**config.mk**
```make
export PLATFORM = sky130hd
export DESIGN_NAME = instr_fetch_unit
export DESIGN_NICKNAME = d
export VERILOG_FILES = /design/src/rtl/instr_fetch_unit.sv
export SDC_FILE = /design/constraint.sdc
export NUM_CORES = 1
export LEC_CHECK = 0
export CAP_MARGIN = 20
export CORE_MARGIN = 2
export CORE_UTILIZATION = 53
export CTS_BUF_LIST = sky130_fd_sc_hd__clkbuf_16
export CTS_CLUSTER_SIZE = 25
export DETAILED_ROUTE_END_ITERATION = 16
export PLACE_DENSITY = 0.83
export SLEW_MARGIN = 20
export SYNTH_ARGS = -nofsm -noshare
export SYNTH_HDL_FRONTEND = slang
export SYNTH_SLANG_ARGS = --single-unit
export TNS_END_PERCENT = 100
```
**constraint.sdc**
```tcl
create_clock -name clk -period 3.81 [get_ports clk]
set_input_delay 0.5715 -clock clk [delete_from_list [all_inputs] [get_ports clk]]
set_output_delay 0.5715 -clock clk [all_outputs]
set_load 0.03 [all_outputs]
```
**src/rtl/instr_fetch_unit.sv**
```systemverilog
// DLX instruction fetch stage: PC, combinational-read instruction SRAM port,
// and a 2-entry fetch queue feeding decode over a valid/ready handshake.
module instr_fetch_unit #(
  parameter logic [31:0] RESET_PC = 32'h00400000
) (
  input  logic        clk,
  input  logic        rst_n,
  output logic        imem_cs,
  output logic        imem_oe,
  output logic        imem_we,
  output logic [31:0] imem_addr,
  output logic [31:0] imem_din,
  input  logic [31:0] imem_dout,
  input  logic        redirect_valid,
  input  logic [31:0] redirect_target,
  input  logic        id_ready,
  output logic        id_valid,
  output logic [31:0] id_instr,
  output logic [31:0] id_pc,
  output logic [31:0] id_pc_plus4,
  output logic        fetch_fault
);

  typedef enum logic [1:0] {
    BOOT  = 2'd0,
    FETCH = 2'd1,
    FAULT = 2'd2
  } state_t;

  state_t      state;
  logic [31:0] pc;
  logic [31:0] pc_plus4;
  logic [1:0]  count;
  logic        fe;
  logic        pop;
  logic        misaligned;

  logic [31:0] tail_instr_p1;
  logic [31:0] tail_pc_p1;
  logic [31:0] tail_pc4_p1;

  assign pc_plus4   = pc + 32'd4;
  assign misaligned = (redirect_target[1:0] != 2'b00);
  assign id_valid   = (count != 2'd0);
  assign pop        = id_valid && id_ready;
  assign fe         = (state == FETCH) && !redirect_valid && ((count != 2'd2) || pop);

  assign imem_cs   = fe;
  assign imem_oe   = fe;
  assign imem_we   = 1'b0;
  assign imem_din  = 32'd0;
  assign imem_addr = pc;

  // Control: state machine and program counter; redirect outranks everything
  always_ff @(posedge clk or negedge rst_n) begin
    if (!rst_n) begin
      state       <= BOOT;
      pc          <= RESET_PC;
      fetch_fault <= 1'b0;
    end else if (redirect_valid) begin
      pc          <= {redirect_target[31:2], 2'b00};
      state       <= misaligned ? FAULT : FETCH;
      fetch_fault <= misaligned;
    end else begin
      case (state)
        BOOT: begin
          state       <= FETCH;
          fetch_fault <= 1'b0;
        end
        FETCH: begin
          if (fe) pc <= pc_plus4;
        end
        default: begin
          state       <= FAULT;
          fetch_fault <= 1'b1;
        end
      endcase
    end
  end

  // Stage p1: fetch queue; head entry drives id_* directly, tail is the second slot
  always_ff @(posedge clk or negedge rst_n) begin
    if (!rst_n) begin
      count         <= 2'd0;
      id_instr      <= 32'd0;
      id_pc         <= 32'd0;
      id_pc_plus4   <= 32'd0;
      tail_instr_p1 <= 32'd0;
      tail_pc_p1    <= 32'd0;
      tail_pc4_p1   <= 32'd0;
    end else if (redirect_valid) begin
      count <= 2'd0;
    end else begin
      case ({fe, pop})
        2'b11: begin
          if (count == 2'd2) begin
            id_instr      <= tail_instr_p1;
            id_pc         <= tail_pc_p1;
            id_pc_plus4   <= tail_pc4_p1;
            tail_instr_p1 <= imem_dout;
            tail_pc_p1    <= pc;
            tail_pc4_p1   <= pc_plus4;
          end else begin
            id_instr    <= imem_dout;
            id_pc       <= pc;
            id_pc_plus4 <= pc_plus4;
          end
        end
        2'b01: begin
          id_instr    <= tail_instr_p1;
          id_pc       <= tail_pc_p1;
          id_pc_plus4 <= tail_pc4_p1;
          count       <= count - 2'd1;
        end
        2'b10: begin
          if (count == 2'd0) begin
            id_instr    <= imem_dout;
            id_pc       <= pc;
            id_pc_plus4 <= pc_plus4;
          end else begin
            tail_instr_p1 <= imem_dout;
            tail_pc_p1    <= pc;
            tail_pc4_p1   <= pc_plus4;
          end
          count <= count + 2'd1;
        end
        default: ;
      endcase
    end
  end

endmodule

```
==> results by group, run 1 <==
Cells and area
  • Share of post-route cells with drive strength above 1: 12.4%
  • Layout Cells excl Fill: 1630
  • Most frequent cells in the layout: dfrtp_1, clkdlybuf4s50_1, nand2_1
  • Ant. Diodes: 0
  • Post-layout util: roughly two thirds
  • NumNets Final: ~1400
  • Area grow syn2layout: 23.1%
  • Most common cell after layout, fill and taps aside: dfrtp_1
  • Final instance area: roughly 0.015 sq mm

Die
  • Core ar.: roughly 0.022 sq mm
  • # rows: between 50 and 60
  • Die area: between 0.02 and 0.025 sq mm
  • Die W: 154 um
  • Die height: 154 um
  • # IOs: around 230
  • Initial core utilization: a little over half

Clock tree
  • # hold bufs at CTS: 0
  • CTS clk-pin slew, worst paths: 60 ps
  • Clk_lat worst skew: 530 ps
  • Total CTS buffers: 24
  • Sink Count: ~220
  • Clk root buf: clkbuf_16
  • Maximum clock insertion buffer count: 3
  • Postcts setup bufs: 0
  • CTS tree: built
  • Cts repair resizes: 0
  • CTS H-tree lvls: 1

GRT
  • Overflow after GRT: 0
  • Initial antenna violation count: 0
  • Vias in the first global route: around 9900
  • Largest net degree at the start of global routing: ~110
  • Global-route wire length before repair: 52900 um
  • Total Routing Usage GR: a little over a quarter

Placed design
  • Placed instance count: between 1500 and 2000
  • Placer Congestion: between 0.8 and 0.9
  • Placed inst area: 0.0138 sq mm
  • DP Wirelength: approximately 21000 um
  • Port bufs: 197

Logic synthesis
  • Synth Register Bits: approximately 220
  • EDFF count, synth: 0
  • Ys async rst share: between 90% and 100%
  • Register area share after synthesis: 46.1%
  • Syn Area/Cell: 9.80 sq um
  • Post-synthesis cell area: 0.0119 sq mm
  • Most used DFF post-synth: dfrtp_1
  • Gate Count Post-Synth: roughly 1200
  • YS warnings: 0
  • Count of different cell masters after synthesis: 63

Routing
  • Top Layer Used: met4
  • Final WL: roughly 33000 um
  • Final ANT Viol Nets: 0
  • DR WL met3: roughly 2600 um
  • Via/cell ratio: 6.31
  • Vias after detailed routing: just over 10000
  • WL per Instance: between 20 and 25 um
  • DRC violations left: 0
  • First-pass detailed-route iteration total: 7
  • Met2 Wirelength: 16000 um
  • M1 wire length: approximately 13000 um
  • Iter 0 DRT Violations: approximately 850

Setup path
  • FF-to-FF setup slack: roughly 740 ps
  • Critical Path End Type: primary output
  • Depth of the most critical reg-to-reg path: 10
  • Critical path fanouts, max: 4
  • Reg-to-Reg End: id_instr[11]
  • Critical path data arrival time: between 2000 and 3000 ps
  • Top delay family on crit path: buffers and inverters
  • Critical path class: reg2out
  • CP Cell Sequence: nor2b_1, o21a_1, nand2b_1, inv_1, clkdlybuf4s50_1
  • Crit path max-delay cell type: clkdlybuf4s50_1
  • Reg-to-reg startpoint: fetch_fault
  • CP Launch Type: register
  • CP bufs+invs: 2
  • Crit path largest cell delay: between 800 and 900 ps
  • WP depth: 5
  • Required time of the critical path: 3240 ps

Timing
  • Fin crit share: roughly 86%
  • Rel. slew slack: around 28%
  • Transition time of the tightest slew-check pin: 1070 ps
  • Min Clock Period, post-route: approximately 3300 ps
  • RSZ-0062 raised after global routing: no
  • Fmax: 305 MHz
  • Final setup vio count: 0
  • Final Skew: 7.97 ps
  • Max-slew violation count: 0
  • Final Hold Vio Count: 0
  • Setup TNS: 0 ps

Power
  • Pwr/cell area: ~660 mW/mm^2
  • Peak VDD IR: between 0.3 and 0.4 mV
  • Leak: 6.51 nW

Run
  • Maxcap violations: 0

Run status
  • Outcome: finished, final reports clean

Worst hold path
  • Hold/Removal Path Class: in2async
-- through the flow --
step / worst slack [ps] / total power [mW] / hold WS [ps]
5_1_grt: 472 / 10.1 / 154
3_3_place_gp: 655 / 7.18 / 460
3_5_place_dp: 575 / 7.27 / 465
4_1_cts: 548 / 9.74 / 140
2_1_floorplan: 537 / 5.72 / 276
6_report: 528 / 9.71 / 89.6
-- where the power goes --
group	total [mW]	switching [mW]	leakage, nW	internal (mW)
Sequential	3.49	0.523	2.85	2.96
Combinational	3.77	2.22	3.24	1.55
Clock	2.45	0.972	0.425	1.48
-- kinds of logic (layout without fill, tap and decap cells) --
group           Yosys count  in the layout  share of synthesized area, %
simple gates            342            342                          13.7
compound gates          339            339                          21.0
flops                   219            219                          46.1
buf+inv                 174            277                          7.26
mux                      80             80                          7.50
xor+xnor                 53             53                          3.90
fa+ha+maj                 5              5                         0.526
other cells               1             35                        0.0315
-- sequential cells by signal, summed over array words and instances (netlist names) --
| name | flops |
|---|---|
| tail_pc4_p1 | 30 |
| fetch_fault | 1 |
| id_instr | 32 |
| state | 1 |
| tail_instr_p1 | 32 |
| id_pc | 31 |
| tail_pc_p1 | 30 |
| imem_addr | 30 |
| count | 2 |
| id_pc_plus4 | 30 |
-- how the worst max path moves through the flow --
stage	from	to	slack, ps
6_report	fetch_fault	imem_oe	530
5_1_grt	fetch_fault	imem_cs	470
4_1_cts	fetch_fault	imem_oe	550
3_5_place_dp	id_ready	id_instr[15]	580
3_3_place_gp	id_ready	id_pc_plus4[18]	650
2_1_floorplan	count[0]	tail_instr_p1[0]	540
-- synthesized netlist by cell type (all sizes together), types with 17 or more instances --
master,n,share of area [%]
nand2,191,6.1
nor2,65,2.1
dfrtp,218,46
clkbuf,91,2.9
a21o,66,4.2
buf,74,4.1
a221oi,74,5.5
xor2,17,1.3
o21ai,63,2.7
a311oi,62,4.6
a21oi,33,1.4
mux2,73,6.9
xnor2,36,2.7
-- layer usage --
| layer | vias to the layer above | GRT usage (%) |
|---|---|---|
| met2 | 483 | 44.1 |
| li1 | 4587 | - |
| met4 | 0 | 11.1 |
| met1 | 5136 | 37.0 |
| met3 | 82 | 4.26 |
| met5 | - | 0 |
-- layout make-up --
cell class,instances,area (sq um)
flip-flops and latches,219,5480
multi-input cells,854,5730
clock inverters,20,223
inverters,9,33.8
fillers,1692,7260
clock buffers,24,601
well taps,280,350
repair buffers,224,2210
(Power assumes the default switching activity.)
==> inputs of run 2 (changes only) <==
==> constraint.sdc (replaced) <==
create_clock -name clk -period 3.81 [get_ports clk]
set_input_delay 0.762 -clock clk [delete_from_list [all_inputs] [get_ports clk]]
set_output_delay 0.762 -clock clk [all_outputs]
set_load 0.03 [all_outputs]
==> results by group, run 2 (same netlist as run 1, synthesis figures left out) <==
Run status
  • Outcome: finished, final reports clean

Cells and area
  • Area grow syn2layout: 23.5%
  • Fillers: 1691 (-0.059%)
  • Most common cell after layout, fill and taps aside: dfrtp_1
  • Reg area: 0.00548 sq mm (unchanged)
  • Share of post-route cells with drive strength above 1: 12.4% (+0.055 points)
  • NumNets Final: 1401 (-0.28%)
  • Ant. Diodes: 0 (unchanged)
  • Most frequent cells in the layout: dfrtp_1, clkdlybuf4s50_1, nand2_1
  • Multi-input gate area: 0.00574 sq mm (+0.13%)
  • Biggest regs: id_instr: 32 flops, tail_instr_p1: 32 flops, id_pc: 31 flops
  • Layout Cells excl Fill: 1624 (-0.37%)

Setup path
  • CP Launch Type: register
  • Critical path data arrival time: 2840 ps (+130 ps)
  • Required time of the critical path: 3050 ps (-190 ps)
  • Crit path largest cell delay: 830 ps (+20 ps)
  • Crit path max-delay cell type: clkdlybuf4s50_1
  • FF-to-FF setup slack: 600 ps (-140 ps)
  • Reg-to-reg startpoint: fetch_fault
  • Critical path class: reg2out
  • CP bufs+invs: 2 (unchanged)
  • Top delay family on crit path: buffers and inverters
  • CP Cell Sequence: nor2b_1, o21a_1, nand2b_1, inv_1, clkdlybuf4s50_1
  • Reg-to-Reg End: id_instr[16]
  • Critical Path End Type: primary output
  • Depth of the most critical reg-to-reg path: 10 (unchanged)
  • Critical path fanouts, max: 4 (unchanged)

Routing
  • Final WL: 33300 um (about the same)
  • Vias after detailed routing: 10264 (-0.23%)
  • WL per Instance: 20.5 um (+0.46%)
  • DRC violations left: 0 (unchanged)
  • First-pass detailed-route iteration total: 6 (-1)
  • Iter 0 DRT Violations: 1071 (+26%)
  • Final ANT Viol Nets: 0 (unchanged)
  • Via/cell ratio: 6.32 (+0.14%)

GRT
  • Global-route wire length before repair: 53200 um (+0.64%)
  • Overflow after GRT: 0 (unchanged)
  • Largest net degree at the start of global routing: 133 (+24%)
  • Total Routing Usage GR: 27.4% (+0.12 points)
  • Initial antenna violation count: 0 (unchanged)
  • Vias in the first global route: 9881 (-0.46%)

Timing
  • Final Hold Vio Count: 0 (unchanged)
  • Rel. slew slack: 32.9% (+4.5 points)
  • Min Clock Period, post-route: 3600 ps (+317 ps)
  • RSZ-0062 raised after global routing: no
  • Fin crit share: 94.5% (+8.3 points)
  • Final setup vio count: 0 (unchanged)
  • Max-slew violation count: 0 (unchanged)
  • Fmax: 278 MHz (-8.8%)
  • Final Skew: 13.8 ps (+5.83 ps)
  • Transition time of the tightest slew-check pin: 1010 ps (-68.1 ps)
  • Setup TNS: 0 ps (unchanged)

Clock tree
  • Clk root buf: clkbuf_16
  • CTS clk-pin slew, worst paths: 60 ps (about the same)
  • Sink Count: 219 (unchanged)
  • # hold bufs at CTS: 0 (unchanged)
  • Cts repair resizes: 0 (unchanged)
  • Maximum clock insertion buffer count: 3 (unchanged)
  • Total CTS buffers: 24 (unchanged)
  • Postcts setup bufs: 0 (unchanged)
  • Clk_lat worst skew: 520 ps (about the same)
  • CTS H-tree lvls: 1 (unchanged)
  • CTS tree: built

Placed design
  • Port bufs: 197 (unchanged)
  • DP Wirelength: 20900 um (-1.4%)
  • Placed instance count: 1582 (-0.25%)
  • Placer Congestion: 0.961 (+7.7%)

Power
  • Switch share: 37.8% (-0.46 points)
  • Internal power: 6.11 mW (+1.9%)
  • Flop pwr share: 35.6% (-0.3 points)
  • Clock power frac: 25.8% (+0.5 points)
  • Overall power: 9.83 mW (+1.2%)
  • Leak: 6.53 nW (+0.29%)
  • Peak VDD IR: 0.419 mV (+8.2%)
  • Combinational Power Share: 38.6% (-0.2 points)
  • Pwr/cell area: 669 mW/mm^2 (+0.89%)
  • Switching pwr: 3.72 mW (about the same)

Die
  • Initial core utilization: 54.3% (unchanged)
  • Core ar.: 0.0219 sq mm (unchanged)
  • Die W: 154 um (unchanged)
  • Die area: 0.0236 sq mm (unchanged)
  • # rows: 54 (unchanged)
  • # IOs: 233 (unchanged)
  • Die height: 154 um (unchanged)

Run
  • Maxcap violations: 0 (unchanged)

Worst hold path
  • Hold/Removal Path Class: in2async
-- run 2: how the worst max path moves through the flow --
stage	startpoint	endpoint	slack, ps	cells past startpoint
2_1_floorplan	id_ready	tail_instr_p1[0]	520	10
3_3_place_gp	id_ready	tail_instr_p1[21]	380	9
3_5_place_dp	id_ready	tail_instr_p1[9]	240	9
4_1_cts	fetch_fault	imem_cs	210	5
5_1_grt	fetch_fault	imem_cs	140	5
6_report	fetch_fault	imem_cs	210	5
-- run 2: stage by stage --
| step | instance area (sq um) | hold slack, ps | utilization (%) | setup WS [ps] |
|---|---|---|---|---|
| finish | 14700 | 299 | 67.1 | 210 |
| global route | 14700 | 403 | 67.1 | 142 |
| CTS | 14700 | 371 | 67.1 | 214 |
| detailed placement | 13800 | 465 | 63.2 | 238 |
| global placement | 13800 | 460 | 63.1 | 381 |
| floorplan | 12000 | 466 | - | 517 |
-- run 2: routing by layer --
layer	part of all wire, %	wire length, um	GRT usage (%)	vias up
li1	-	-	-	4575
met1	40	13400	37.4	5113
met2	49	16400	45.2	514
met3	8.2	2720	4.28	62
met4	2.6	854	8.74	0
met5	0	0	0	-
-- run 2: worst register-to-register path, delay by kind of cell (launching register included) --
| family | cells | cell delay [ps] |
|---|---|---|
| AO/OA/AOI/OAI | 4 | 960 |
| adder cells (fa/ha/maj) | 1 | 250 |
| buffers and inverters | 2 | 660 |
| flip-flops | 1 | 400 |
| AND/OR/NAND/NOR | 3 | 830 |
-- run 2: power by group through the flow --
| stage | registers (mW) | logic (mW) | clock network [mW] |
|---|---|---|---|
| 6_report | 3.50 | 3.80 | 2.53 |
| 5_1_grt | 3.58 | 4.02 | 2.66 |
| 4_1_cts | 3.49 | 3.81 | 2.56 |
| 3_5_place_dp | 3.52 | 3.78 | 0 |
| 3_3_place_gp | 3.50 | 3.70 | 0 |
| 2_1_floorplan | 4.25 | 1.47 | 0 |
-- run 2: layout make-up --
class                           instances  share of cell area, %
Clock buffer                           25                   4.26
Clock inverter                         17                   1.57
Inverter                                9                  0.230
Multi-Input combinational cell        854                   39.1
Sequential cell                       219                   37.3
Tap cell                              280                   2.39
Timing Repair Buffer                  220                   15.1
==> inputs of run 3 (changes only) <==
--- a/config.mk
+++ b/config.mk
@@ -7,11 +7,11 @@
 export LEC_CHECK = 0
 export CAP_MARGIN = 20
 export CORE_MARGIN = 2
-export CORE_UTILIZATION = 53
+export CORE_UTILIZATION = 50
 export CTS_BUF_LIST = sky130_fd_sc_hd__clkbuf_16
 export CTS_CLUSTER_SIZE = 25
 export DETAILED_ROUTE_END_ITERATION = 16
-export PLACE_DENSITY = 0.83
+export PLACE_DENSITY = 0.79
 export SLEW_MARGIN = 20
 export SYNTH_ARGS = -nofsm -noshare
 export SYNTH_HDL_FRONTEND = slang
==> results by group, run 3 (same netlist as run 1, synthesis figures left out) <==
Setup path
  • Critical path fanouts, max: 4 (unchanged)
  • Crit path largest cell delay: 710 ps (-120 ps)
  • Top delay family on crit path: buffers and inverters
  • Critical Path End Type: primary output
  • Critical path class: reg2out
  • Required time of the critical path: 3050 ps (about the same)
  • Crit path max-delay cell type: clkdlybuf4s50_1
  • CP bufs+invs: 2 (unchanged)
  • Critical path data arrival time: 2570 ps (-270 ps)
  • CP Launch Type: register
  • CP Cell Sequence: nor2b_1, o21a_1, nand2b_1, inv_1, clkdlybuf4s50_1

Timing
  • Final Hold Vio Count: 0 (unchanged)
  • Final Skew: 8.34 ps (-5.46 ps)
  • Final setup vio count: 0 (unchanged)
  • Fin crit share: 87.5% (-7.0 points)
  • Setup TNS: 0 ps (unchanged)
  • Min Clock Period, post-route: 3330 ps (-266 ps)
  • Hold Slack: 309 ps (+10.6 ps)
  • RSZ-0062 raised after global routing: no
  • Rel. slew slack: 31.1% (-1.9 points)
  • Transition time of the tightest slew-check pin: 1030 ps (+27.8 ps)
  • Fmax: 300 MHz (+8.0%)
  • Max-slew violation count: 0 (unchanged)
  • PnR worst setup slack: 476 ps (+266 ps)

Die
  • Core ar.: 0.0234 sq mm (+6.9%)
  • Die area: 0.0250 sq mm (+5.8%)
  • # rows: 56 (+3.7%)
  • Initial core utilization: 50.8% (-3.5 points)
  • # IOs: 233 (unchanged)
  • Die height: 158 um (+2.9%)
  • Die W: 158 um (+2.9%)

Clock tree
  • Cts repair resizes: 0 (unchanged)
  • CTS H-tree lvls: 1 (unchanged)
  • # hold bufs at CTS: 0 (unchanged)
  • Clk root buf: clkbuf_16
  • Clk_lat worst skew: 510 ps (about the same)
  • CTS clk-pin slew, worst paths: 60 ps (about the same)
  • Total CTS buffers: 24 (unchanged)
  • CTS tree: built
  • Maximum clock insertion buffer count: 3 (unchanged)
  • Postcts setup bufs: 0 (unchanged)
  • Sink Count: 219 (unchanged)

Routing
  • Vias after detailed routing: 10116 (-1.4%)
  • WL per Instance: 19.6 um (-4.5%)
  • Iter 0 DRT Violations: 814 (-24%)
  • First-pass detailed-route iteration total: 5 (-1)
  • Final WL: 32700 um (-1.9%)
  • DRC violations left: 0 (unchanged)
  • Via/cell ratio: 6.06 (-4.0%)
  • Final ANT Viol Nets: 0 (unchanged)

Placed design
  • Dpl ws: 345 ps (+107 ps)
  • Placer Congestion: 0.858 (-11%)
  • Placed instance count: 1625 (+2.7%)
  • Port bufs: 197 (unchanged)
  • DP Wirelength: 20800 um (-0.15%)

Cells and area
  • Most common cell after layout, fill and taps aside: dfrtp_1
  • Ant. Diodes: 0 (unchanged)
  • NumNets Final: 1405 (+0.29%)
  • Layout Cells excl Fill: 1668 (+2.7%)
  • Area grow syn2layout: 23.1%
  • Biggest regs: id_instr: 32 flops, tail_instr_p1: 32 flops, id_pc: 31 flops
  • Most frequent cells in the layout: dfrtp_1, clkdlybuf4s50_1, nand2_1
  • Share of post-route cells with drive strength above 1: 12.1% (-0.34 points)

Power
  • Peak VDD IR: 0.405 mV (-3.5%)
  • Flop pwr share: 37.0% (+1.4 points)
  • Switching pwr: 3.64 mW (-2.0%)
  • Leak: 6.50 nW (-0.50%)
  • Combinational Power Share: 40.1% (+1.5 points)
  • Switch share: 38.7% (+0.87 points)
  • Pwr/cell area: 643 mW/mm^2 (-3.9%)
  • Clock power frac: 23.0% (-2.8 points)
  • Internal power: 5.77 mW (-5.5%)

Run
  • Maxcap violations: 0 (unchanged)

Run status
  • Outcome: finished, final reports clean

GRT
  • Initial antenna violation count: 0 (unchanged)
  • Largest net degree at the start of global routing: 125 (-6.0%)
  • Global-route wire length before repair: 51700 um (-2.8%)
  • Total Routing Usage GR: 25.9% (-1.5 points)
  • Overflow after GRT: 0 (unchanged)
  • Vias in the first global route: 9797 (-0.85%)

Worst hold path
  • Hold/Removal Path Class: in2async
run 3: changes by cell type in the layout (fill, tap and decap cells not counted), sizes merged:
| cell | change |
|---|---|
| clkinv | +5 |
| buf | +3 |
| bufinv | -5 |
| inv | +2 |
| clkdlybuf4s50 | +1 |
| clkinvlp | -1 |
run 3: worst paths after layout:
path	startpoint	endpoint	slack, ps	cells after the start
min in group clk	id_instr[22]	id_instr[22]	470	1
max in group asynchronous	rst_n	tail_instr_p1[17]	2490	2
worst min register to register	id_instr[22]	id_instr[22]	470	1
worst max register to register	fetch_fault	tail_pc4_p1[8]	770	10
worst min-delay path	rst_n	tail_pc4_p1[19]	310	1
worst max-delay path	fetch_fault	imem_oe	480	5
run 3: power groups by stage:
stage	registers (mW)	logic, mW	clock network (mW)
after floorplan	4.25	1.47	0
after CTS	3.48	3.79	2.20
after global placement	3.49	3.70	0
after global routing	3.56	4.03	2.29
final	3.48	3.77	2.16
after detailed placement	3.51	3.77	0
run 3: per-layer routing:
layer	GRT usage (%)	vias to the layer above	wire length (um)
met2	41.8	475	15700
li1	-	4579	-
met3	4.30	68	2420
met5	0	-	0
met1	35.2	4994	13500
met4	9.52	0	1010
run 3: metrics by stage:
stage | power (mW) | util (%) | cell area (sq um)
finish | 9.41 | 62.5 | 14600
global route | 9.88 | 62.5 | 14600
CTS | 9.46 | 62.5 | 14600
detailed placement | 7.29 | 59.4 | 13900
global placement | 7.19 | 59.4 | 13900
floorplan | 5.72 | - | 12000
run 3: final cells by class:
| type | instances | area (sq um) |
|---|---|---|
| clock inverter | 18 | 97.6 |
| multi-input combinational | 854 | 5730 |
| inverter | 9 | 33.8 |
| fill | 1981 | 8770 |
| timing repair buffer | 224 | 2260 |
| sequential | 219 | 5480 |
| tap | 319 | 399 |
| clock buffer | 25 | 626 |
